### src/rtl/tdc_result_reader_if.sv
// TDC parallel-bus signals used on the read side.
// The reader is the master; the TDC (or its model) is the slave.
interface tdc_result_reader_if;
   logic [3:0]  addr;
   logic        csn;
   logic        rdn;
   logic [27:0] din;
   logic        intn;

   modport master (
      output addr,
      output csn,
      output rdn,
      input  din,
      input  intn
   );

   modport slave (
      input  addr,
      input  csn,
      input  rdn,
      output din,
      output intn
   );
endinterface

### src/rtl/tdc_result_reader.sv
// Reads a window of TDC result registers after each INTN falling edge.
// Each captured word is presented with a one-cycle valid pulse; late interrupts are flagged.
module tdc_result_reader #(
   parameter int unsigned FIRST_ADDR = 8,
   parameter int unsigned NUM_REGS   = 3,
   parameter int unsigned SETUP_CYC  = 1,
   parameter int unsigned STROBE_CYC = 2
) (
   input  logic                        clk,
   input  logic                        reset_n,
   input  logic                        cfg_busy_i,
   input  logic                        clr_overrun_i,
   tdc_result_reader_if.master         tdc_bus_io,
   output logic [27:0]                 result_data_o,
   output logic [3:0]                  result_addr_o,
   output logic                        result_valid_o,
   output logic                        frame_done_o,
   output logic                        busy_o,
   output logic                        overrun_o
);

   typedef enum logic [2:0] {StIdle, StSetup, StStrobe, StHold, StDone} state_e;

   localparam logic [3:0] FirstAddr  = 4'(FIRST_ADDR);
   localparam logic [3:0] SetupLast  = 4'(SETUP_CYC - 1);
   localparam logic [3:0] StrobeLast = 4'(STROBE_CYC - 1);
   localparam logic [2:0] IdxLast    = 3'(NUM_REGS - 1);

   state_e      state_q, state_d;
   logic [2:0]  idx_q, idx_d;
   logic [3:0]  cnt_q, cnt_d;
   logic        intn_meta_q, intn_sync_q, intn_prev_q;
   logic        intn_fall;

   logic [3:0]  addr_q, addr_d;
   logic        strobe_n_q, strobe_n_d;
   logic [27:0] result_data_q, result_data_d;
   logic [3:0]  result_addr_q, result_addr_d;
   logic        result_valid_q, result_valid_d;
   logic        frame_done_q, frame_done_d;
   logic        busy_q, busy_d;
   logic        overrun_q, overrun_d;
   logic        leave_strobe;

   assign intn_fall = intn_prev_q & ~intn_sync_q;

   always_ff @(posedge clk or negedge reset_n) begin
      if (!reset_n) begin
         state_q        <= StIdle;
         idx_q          <= '0;
         cnt_q          <= '0;
         intn_meta_q    <= 1'b1;
         intn_sync_q    <= 1'b1;
         intn_prev_q    <= 1'b1;
         addr_q         <= 4'hf;
         strobe_n_q     <= 1'b1;
         result_data_q  <= '0;
         result_addr_q  <= '0;
         result_valid_q <= 1'b0;
         frame_done_q   <= 1'b0;
         busy_q         <= 1'b0;
         overrun_q      <= 1'b0;
      end else begin
         state_q        <= state_d;
         idx_q          <= idx_d;
         cnt_q          <= cnt_d;
         intn_meta_q    <= tdc_bus_io.intn;
         intn_sync_q    <= intn_meta_q;
         intn_prev_q    <= intn_sync_q;
         addr_q         <= addr_d;
         strobe_n_q     <= strobe_n_d;
         result_data_q  <= result_data_d;
         result_addr_q  <= result_addr_d;
         result_valid_q <= result_valid_d;
         frame_done_q   <= frame_done_d;
         busy_q         <= busy_d;
         overrun_q      <= overrun_d;
      end
   end

   always_comb begin
      state_d = state_q;
      idx_d   = idx_q;
      cnt_d   = cnt_q;
      unique case (state_q)
         StIdle: begin
            if (intn_fall && !cfg_busy_i) begin
               state_d = StSetup;
               idx_d   = '0;
               cnt_d   = '0;
            end
         end
         StSetup: begin
            if (cnt_q == SetupLast) begin
               state_d = StStrobe;
               cnt_d   = '0;
            end else begin
               cnt_d = cnt_q + 4'd1;
            end
         end
         StStrobe: begin
            if (cnt_q == StrobeLast) begin
               state_d = StHold;
               cnt_d   = '0;
            end else begin
               cnt_d = cnt_q + 4'd1;
            end
         end
         StHold: begin
            if (idx_q == IdxLast) begin
               state_d = StDone;
            end else begin
               state_d = StSetup;
               idx_d   = idx_q + 3'd1;
            end
         end
         StDone:  state_d = StIdle;
         default: state_d = StIdle;
      endcase
   end

   // Outputs are decoded from the next state so the registered copies line up with state_q.
   always_comb begin
      addr_d = 4'hf;
      if (state_d inside {StSetup, StStrobe, StHold}) begin
         addr_d = FirstAddr + {1'b0, idx_d};
      end
      strobe_n_d     = (state_d != StStrobe);
      leave_strobe   = (state_q == StStrobe) && (state_d != StStrobe);
      result_valid_d = leave_strobe;
      result_data_d  = leave_strobe ? tdc_bus_io.din : result_data_q;
      result_addr_d  = leave_strobe ? addr_q : result_addr_q;
      frame_done_d   = (state_d == StDone);
      busy_d         = (state_d != StIdle);
      overrun_d      = overrun_q;
      if (intn_fall && busy_q) begin
         overrun_d = 1'b1;
      end else if (clr_overrun_i) begin
         overrun_d = 1'b0;
      end
   end

   assign tdc_bus_io.addr = addr_q;
   assign tdc_bus_io.csn  = strobe_n_q;
   assign tdc_bus_io.rdn  = strobe_n_q;
   assign result_data_o   = result_data_q;
   assign result_addr_o   = result_addr_q;
   assign result_valid_o  = result_valid_q;
   assign frame_done_o    = frame_done_q;
   assign busy_o          = busy_q;
   assign overrun_o       = overrun_q;

endmodule

### src/flat_wrapper.sv
// flat-port wrapper written by rule: the top's interface ports become plain ports
module tdc_result_reader_flat 
#(
   parameter int unsigned FIRST_ADDR = 8,
   parameter int unsigned NUM_REGS   = 3,
   parameter int unsigned SETUP_CYC  = 1,
   parameter int unsigned STROBE_CYC = 2
)
  (clk, reset_n, cfg_busy_i, clr_overrun_i, result_data_o, result_addr_o, result_valid_o, frame_done_o, busy_o, overrun_o, tdc_bus_io_addr, tdc_bus_io_csn, tdc_bus_io_rdn, tdc_bus_io_din, tdc_bus_io_intn);
  tdc_result_reader_if tdc_bus_io_i ();
  input  logic clk;
  input  logic reset_n;
  input  logic cfg_busy_i;
  input  logic clr_overrun_i;
  output logic [27:0] result_data_o;
  output logic [3:0] result_addr_o;
  output logic result_valid_o;
  output logic frame_done_o;
  output logic busy_o;
  output logic overrun_o;
  output wire logic [$bits(tdc_bus_io_i.addr)-1:0] tdc_bus_io_addr;
  output wire logic [$bits(tdc_bus_io_i.csn)-1:0] tdc_bus_io_csn;
  output wire logic [$bits(tdc_bus_io_i.rdn)-1:0] tdc_bus_io_rdn;
  input wire logic [$bits(tdc_bus_io_i.din)-1:0] tdc_bus_io_din;
  input wire logic [$bits(tdc_bus_io_i.intn)-1:0] tdc_bus_io_intn;
  assign tdc_bus_io_addr = tdc_bus_io_i.addr;
  assign tdc_bus_io_csn = tdc_bus_io_i.csn;
  assign tdc_bus_io_rdn = tdc_bus_io_i.rdn;
  assign tdc_bus_io_i.din = tdc_bus_io_din;
  assign tdc_bus_io_i.intn = tdc_bus_io_intn;
  tdc_result_reader #(.FIRST_ADDR(FIRST_ADDR), .NUM_REGS(NUM_REGS), .SETUP_CYC(SETUP_CYC), .STROBE_CYC(STROBE_CYC)) u_core (.clk(clk), .reset_n(reset_n), .cfg_busy_i(cfg_busy_i), .clr_overrun_i(clr_overrun_i), .tdc_bus_io(tdc_bus_io_i), .result_data_o(result_data_o), .result_addr_o(result_addr_o), .result_valid_o(result_valid_o), .frame_done_o(frame_done_o), .busy_o(busy_o), .overrun_o(overrun_o));
endmodule
### config.mk
export PLATFORM = sky130hd
export DESIGN_NAME = tdc_result_reader_flat
export DESIGN_NICKNAME = d
export VERILOG_FILES = /design/src/rtl/tdc_result_reader_if.sv /design/src/rtl/tdc_result_reader.sv /design/src/flat_wrapper.sv
export SDC_FILE = /design/constraint.sdc
export NUM_CORES = 1
export LEC_CHECK = 0
export ABC_AREA = 1
export CORE_ASPECT_RATIO = 2
export CORE_MARGIN = 5
export CORE_UTILIZATION = 45
export DETAILED_ROUTE_END_ITERATION = 8
export PLACE_DENSITY = 0.76
export SYNTH_ARGS = -nofsm -noshare
export SYNTH_HDL_FRONTEND = slang
export SYNTH_SLANG_ARGS = --single-unit
export TNS_END_PERCENT = 5
### constraint.sdc
create_clock -name clk -period 1.8 [get_ports clk]
set_input_delay 0.36 -clock clk [delete_from_list [all_inputs] [get_ports clk]]
set_output_delay 0.36 -clock clk [all_outputs]
set_load 0.05 [all_outputs]
==> results of run 1 <==
## registers in the layout, indices dropped and copies added, names as in the netlist
name / flops
u_core.intn_meta_q: 1
u_core.cnt_q: 4
u_core.intn_sync_q: 1
u_core.tdc_bus_io.addr: 3
u_core.idx_q: 3
u_core.frame_done_o: 1
u_core.busy_o: 1
u_core.overrun_o: 1
u_core.result_valid_o: 1
u_core.result_addr_o: 4
u_core.state_q: 3
u_core.tdc_bus_io.csn: 1
u_core.intn_prev_q: 1
u_core.result_data_o: 28
## worst register-to-register path, delay by kind of cell (launching register included)
family / cells / cell delay [ps]
adders and majority gates: 1 / 180
buffers and inverters: 2 / 260
DFF: 1 / 450
and+or+nand+nor: 4 / 540
## per-layer routing
metal | part of all wire [%] | vias to the layer above | wire length [um]
met5 | 0 | - | 0
met4 | 2.1 | 0 | 107
met3 | 5.4 | 9 | 272
met2 | 57 | 46 | 2850
met1 | 35 | 835 | 1770
li1 | - | 916 | -
## cells in the mapped netlist
| library cell | n |
|---|---|
| ha_1 | 6 |
| inv_6 | 1 |
| nand2_1 | 122 |
| a21oi_1 | 2 |
| nor2_8 | 1 |
| inv_1 | 20 |
| dfstp_2 | 7 |
| buf_4 | 2 |
| nand2_2 | 3 |
| xor2_1 | 2 |
| buf_6 | 6 |
| nand3_2 | 1 |
| nor2_2 | 2 |
| nand3b_1 | 1 |
| conb_1 | 1 |
| o21a_1 | 1 |
| nand3_1 | 11 |
| o21ai_0 | 2 |
| nor2_1 | 19 |
| or2_2 | 2 |
| dfrtp_1 | 46 |
## path summary, 6_finish.rpt
path,end,cells past startpoint
setup / recovery,u_core.result_data_o[8]$_DFFE_PN0P_,7
hold / removal,u_core.result_data_o[25]$_DFFE_PN0P_,2
setup reg to reg,u_core.result_data_o[8]$_DFFE_PN0P_,7
hold reg to reg,u_core.intn_sync_q$_DFF_PN1_,0
max in group asynchronous,u_core.tdc_bus_io.addr[2]$_DFF_PN1_,2
min in group clk,u_core.intn_sync_q$_DFF_PN1_,0
## report_power, final
part,internal (uW),leakage [uW],switching [uW]
Combinational,1060,0.000977,2440
Sequential,1720,0.000644,333
Clock,454,0.0000585,368
Total,3230,0.00168,3150
## kinds of logic after synthesis
logic type               after synthesis  synth area share, %
AO/OA/AOI/OAI                          5                 1.20
flip-flops                            53                 58.3
XOR/XNOR                               2                0.765
AND/OR/NAND/NOR                      162                 29.1
adder cells (fa/ha/maj)                6                 3.28
buffers and inverters                 29                 7.26
other                                  1                0.164
## final cells by class
type,count,area (um2),share of cell area [%]
sequential,53,1340,43.3
timing repair buffer,75,688,22.3
tap,57,71.3,2.31
clock inverter,1,30.0,0.974
inverter,21,83.8,2.72
clock buffer,7,86.3,2.80
multi-input combinational,176,790,25.6
## stage by stage
step / utilization [%] / worst slack [ps]
after detailed placement: 60.4 / 224
after global placement: 60.4 / 235
after floorplan: - / 510
after CTS: 62.8 / 236
after global routing: 62.8 / 105
final: 62.8 / 247
==> reports/qor.txt, run 1 <==
status = finished, final reports clean
routed len/inst = 12.8 um
GRT Util Overall = 15.7%
total number of vias = 1,806
sequential share of the synthesized area = 58.3%
post-detail-place hpwl = 3790 um
Crit path largest cell delay = 450 ps
CP Launch Point = u_core.cnt_q[1]$_DFFE_PN0P_
Worst EP arrival = 1740 ps
RSZ-0062 raised after global routing = false
setup bufs post-CTS = 0
critical path type = flip-flop to flip-flop
core footprint = 4910 um2
max_cap viols = 0
DRC violations left = 0
Die Height = 111 um
# H-tree levels = 2
Setup crit start kind = flip-flop
YS warnings = 0
drt total wl = 5000 um
Max Root-Sink Buffers = 2
DP Cell Count = 382
Setup Viol. Count Final = 0
largest area contributor in the netlist = dfrtp_1
GR Util met2 = 28.0%
post-route insts no fill = 390
critical-path cell list = inv_1 > ha_1 > nand2_2 > nor2_8 > inv_6 > nand2_1 > nand2_1
nets = 371
fin crit period = 1550 ps
Rows = 36
Crit path top cell by count = nand2_1
total power = 6380 uW
Hold Path Class = input pin to async pin
CTS tree = built
largest net degree at the start of global routing = 54
Gate Count Post-Synth = 258
most frequent cells in the layout = nand2_1 (122), dfrtp_1 (46), buf_4 (39)
Avg Inst Size Synth = 8.88 um2
commonest non-fill, non-tap cell in the layout = nand2_1
Routed Antenna Nets = 0
synth top area cells = dfrtp_1 (50%), nand2_1 (20%), dfstp_2 (8.0%)
clock sinks = 53
I/O pins = 75
post-CTS resize count = 0
Crit-path slowest cell = dfrtp_1
root buf cell = clkbuf_8
number of DRC markers in iteration 0 = 107
hold buffers post-CTS = 0
I/O Buffers = 73
power per cell area = 2070 nW/um2
grt total ovfl = 0
antenna diode count = 0
syn nets = 297
Yosys top cell area share = 50.2%
GPL Wtd Cong = 0.794
total negative slack = 0 ps
vias per cell = 4.63
required time of the critical path = 1990 ps
post-synth cell types = 21
flop2flop setup slack = 250 ps
Die Width = 60.5 um
CP bufs+invs = 2
CP endpoint kind = flip-flop
Fin. Hold Viols = 0
part of the cycle the worst path needs = 86.3%
clock-pin slew on the worst setup and hold paths = 90 ps
Static Leak = 0.00168 uW
met1 usage = 17.4%
antenna violations before repair = 0
Max Freq = 644 MHz
design area = 3080 um2
Initial Util = 46.7%
reg-to-reg startpoint = u_core.cnt_q[1]$_DFFE_PN0P_
first-pass GRT wire length = 8030 um
area grow syn2layout = 34.6%
fill cell count = 434
VDD IR max = 0.00127 V
DP Area = 2970 um2
Top delay family on crit path = simple AND/OR/NAND/NOR gates
Max Slew Vio Count = 0
crit path max fanout = 31
share of cells above drive strength 1 = 20.4%
Die ar. = 6700 um2
Clk Latency, worst-skew pair = 300 ps
vias in the first global route = 1,724
cts bufs inserted = 5
Min Hold Slack = 28.3 ps
DRT Pass-1 Iters = 4
GR peak layer = met2
clock skew = 12.8 ps
Post-Synthesis Cell Area = 2290 um2
GR Util met3 = 3.03%
post-synthesis register bit count = 53
(Power assumes the default switching activity.)
==> inputs of run 2 (changes only) <==
--- a/config.mk
+++ b/config.mk
@@ -6,7 +6,6 @@
 export NUM_CORES = 1
 export LEC_CHECK = 0
 export ABC_AREA = 1
-export CORE_ASPECT_RATIO = 2
 export CORE_MARGIN = 5
 export CORE_UTILIZATION = 45
 export DETAILED_ROUTE_END_ITERATION = 8
==> run 2 against run 1 <==
Effect of this change: global-route usage fell by 0.24 points; combinational power barely moved; critical path depth did not move; clock power fell by 17%; core utilization fell by 1.2 points; die area fell by 1.3%; non-clock buffer count did not move; register-to-register slack got worse by 20 ps; design area rose by 0.16%.
==> reports/qor.txt, run 2 (synthesis gave the netlist of run 1 again) <==
RSZ-0062 raised after global routing = false
flop2flop setup slack = 230 ps (-20 ps)
Max Root-Sink Buffers = 2 (unchanged)
first-pass GRT wire length = 7940 um (-1.1%)
total number of vias = 1,799 (-0.39%)
setup bufs post-CTS = 0 (unchanged)
reg2reg end = u_core.result_data_o[10]$_DFFE_PN0P_
Max Freq = 635 MHz (-1.3%)
area grow syn2layout = 34.8%
fin crit period = 1570 ps (+21.2 ps)
cell depth of the worst flop-to-flop path = 7 (unchanged)
Static Leak = 0.00167 uW (-0.54%)
Clk pwr share = 10.9% (-2.0 points)
share of cells above drive strength 1 = 21.0% (+0.54 points)
Routed Antenna Nets = 0 (unchanged)
total negative slack = 0 ps (unchanged)
grt total ovfl = 0 (unchanged)
CTS tree = built
crit path max fanout = 12 (-61%)
Setup WS pre-CTS = 179 ps (-44.9 ps)
drt total wl = 4780 um (-4.5%)
critical path type = flip-flop to flip-flop
Hold Path Class = input pin to async pin
nets = 372 (+0.27%)
I/O pins = 75 (unchanged)
Die Width = 81.4 um (+35%)
Initial Util = 45.7% (-0.93 points)
clock skew = 17.5 ps (+4.67 ps)
Comb pwr share = 56.4% (+1.5 points)
power per cell area = 2030 nW/um2 (-2.0%)
largest net degree at the start of global routing = 54 (unchanged)
CP endpoint kind = flip-flop
max_cap viols = 0 (unchanged)
required time of the critical path = 2040 ps (+50 ps)
fill cell count = 441 (+1.6%)
switching pwr = 3190 uW (+1.5%)
GRT Util Overall = 15.4% (-0.24 points)
Flop pwr share = 32.7% (+0.5 points)
Final WS setup = 226 ps (-21.2 ps)
# H-tree levels = 2 (unchanged)
Die Height = 81.4 um (-27%)
most frequent cells in the layout = nand2_1 (122), dfrtp_1 (46), buf_4 (39)
status = finished, final reports clean
core footprint = 5010 um2 (+2.0%)
number of DRC markers in iteration 0 = 96 (-10%)
Fin. Hold Viols = 0 (unchanged)
Clk Latency, worst-skew pair = 310 ps (about the same)
Die ar. = 6620 um2 (-1.3%)
Worst EP arrival = 1820 ps (+80 ps)
number of flip-flops in the largest register = 28 (unchanged)
Setup crit start kind = flip-flop
part of the cycle the worst path needs = 87.5% (+1.2 points)
commonest non-fill, non-tap cell in the layout = nand2_1
clock sinks = 53 (unchanged)
GPL Wtd Cong = 0.842 (+6.0%)
routed len/inst = 11.8 um (-7.8%)
I/O Buffers = 73 (unchanged)
reg-to-reg startpoint = u_core.cnt_q[1]$_DFFE_PN0P_
antenna diode count = 0 (unchanged)
hold buffers post-CTS = 0 (unchanged)
post-CTS resize count = 0 (unchanged)
antenna violations before repair = 0 (unchanged)
Setup Viol. Count Final = 0 (unchanged)
VDD IR max = 0.000830 V (-35%)
clock-pin slew on the worst setup and hold paths = 110 ps (+20 ps)
DRC violations left = 0 (unchanged)
Rows = 26 (-28%)
Max Slew Vio Count = 0 (unchanged)
root buf cell = clkbuf_8
vias per cell = 4.45 (-3.8%)
Internal = 3070 uW (-5.0%)
vias in the first global route = 1,770 (+2.7%)
post-detail-place hpwl = 3430 um (-9.5%)
cts bufs inserted = 5 (unchanged)
DRT Pass-1 Iters = 4 (unchanged)
sw frac = 51.0% (+1.7 points)
## run 2: changes by cell type in the layout (fill, tap and decap cells not counted)
cell	previous run	this run
inv_6	1	2
clkbuf_1	1	0
nor2_4	0	1
clkinvlp_4	0	1
clkbuf_8	6	5
clkinv_4	0	1
bufinv_16	1	0
## run 2: worst max-delay path: stages (launching register included)
cell	delay [ps]
dfrtp_1	440
inv_1	100
ha_1	190
nand2_2	150
nor2_8	270
buf_4	230
nand2_1	70
nand2_1	70
## run 2: worst max path at each step
| stage | start | to | cells past startpoint |
|---|---|---|---|
| finish | u_core.cnt_q[1]$_DFFE_PN0P_ | u_core.result_data_o[10]$_DFFE_PN0P_ | 7 |
| detailed placement | u_core.cnt_q[1]$_DFFE_PN0P_ | u_core.result_data_o[17]$_DFFE_PN0P_ | 7 |
| global placement | u_core.cnt_q[1]$_DFFE_PN0P_ | u_core.result_data_o[17]$_DFFE_PN0P_ | 7 |
| global route | u_core.cnt_q[1]$_DFFE_PN0P_ | u_core.result_data_o[10]$_DFFE_PN0P_ | 7 |
| CTS | u_core.cnt_q[1]$_DFFE_PN0P_ | u_core.result_data_o[17]$_DFFE_PN0P_ | 7 |
| floorplan | u_core.cnt_q[1]$_DFFE_PN0P_ | u_core.result_addr_o[0]$_DFFE_PN0P_ | 8 |
## run 2: area by class of cell
type                            instances  area [um2]  area share (%)
Tap cell                               70        87.6            2.84
Inverter                               21        83.8            2.71
Clock buffer                            5        68.8            2.23
Timing Repair Buffer                   75         688            22.3
Multi-Input combinational cell        177         801            25.9
Clock inverter                          3        25.0           0.810
Sequential cell                        53        1340            43.2
## run 2: power by group through the flow
stage	Sequential (uW)	Clock [uW]	Combinational [uW]
3_5_place_dp	2070	0	3540
4_1_cts	2050	712	3540
6_report	2050	683	3530
5_1_grt	2130	761	3830
3_3_place_gp	2040	0	3500
2_1_floorplan	3480	0	1030
## run 2: routing by layer
| layer | wire (um) | track usage, % | vias up |
|---|---|---|---|
| met5 | 0 | 0 | - |
| met4 | 56 | 4.56 | 0 |
| met3 | 239 | 3.55 | 6 |
| met2 | 2360 | 26.7 | 39 |
| met1 | 2130 | 19.1 | 828 |
| li1 | - | - | 926 |
## run 2: per-stage QoR
step / instances / area [um2] / util [%] / hold slack [ps] / power (uW)
after floorplan: 258 / 2290 / - / 64.4 / 4510
after global placement: 395 / 2980 / 59.6 / 347 / 5540
after detailed placement: 395 / 2980 / 59.6 / 349 / 5610
after CTS: 403 / 3080 / 61.4 / 26.0 / 6300
after global routing: 404 / 3090 / 61.7 / 32.1 / 6720
final: 404 / 3090 / 61.7 / 19.6 / 6260
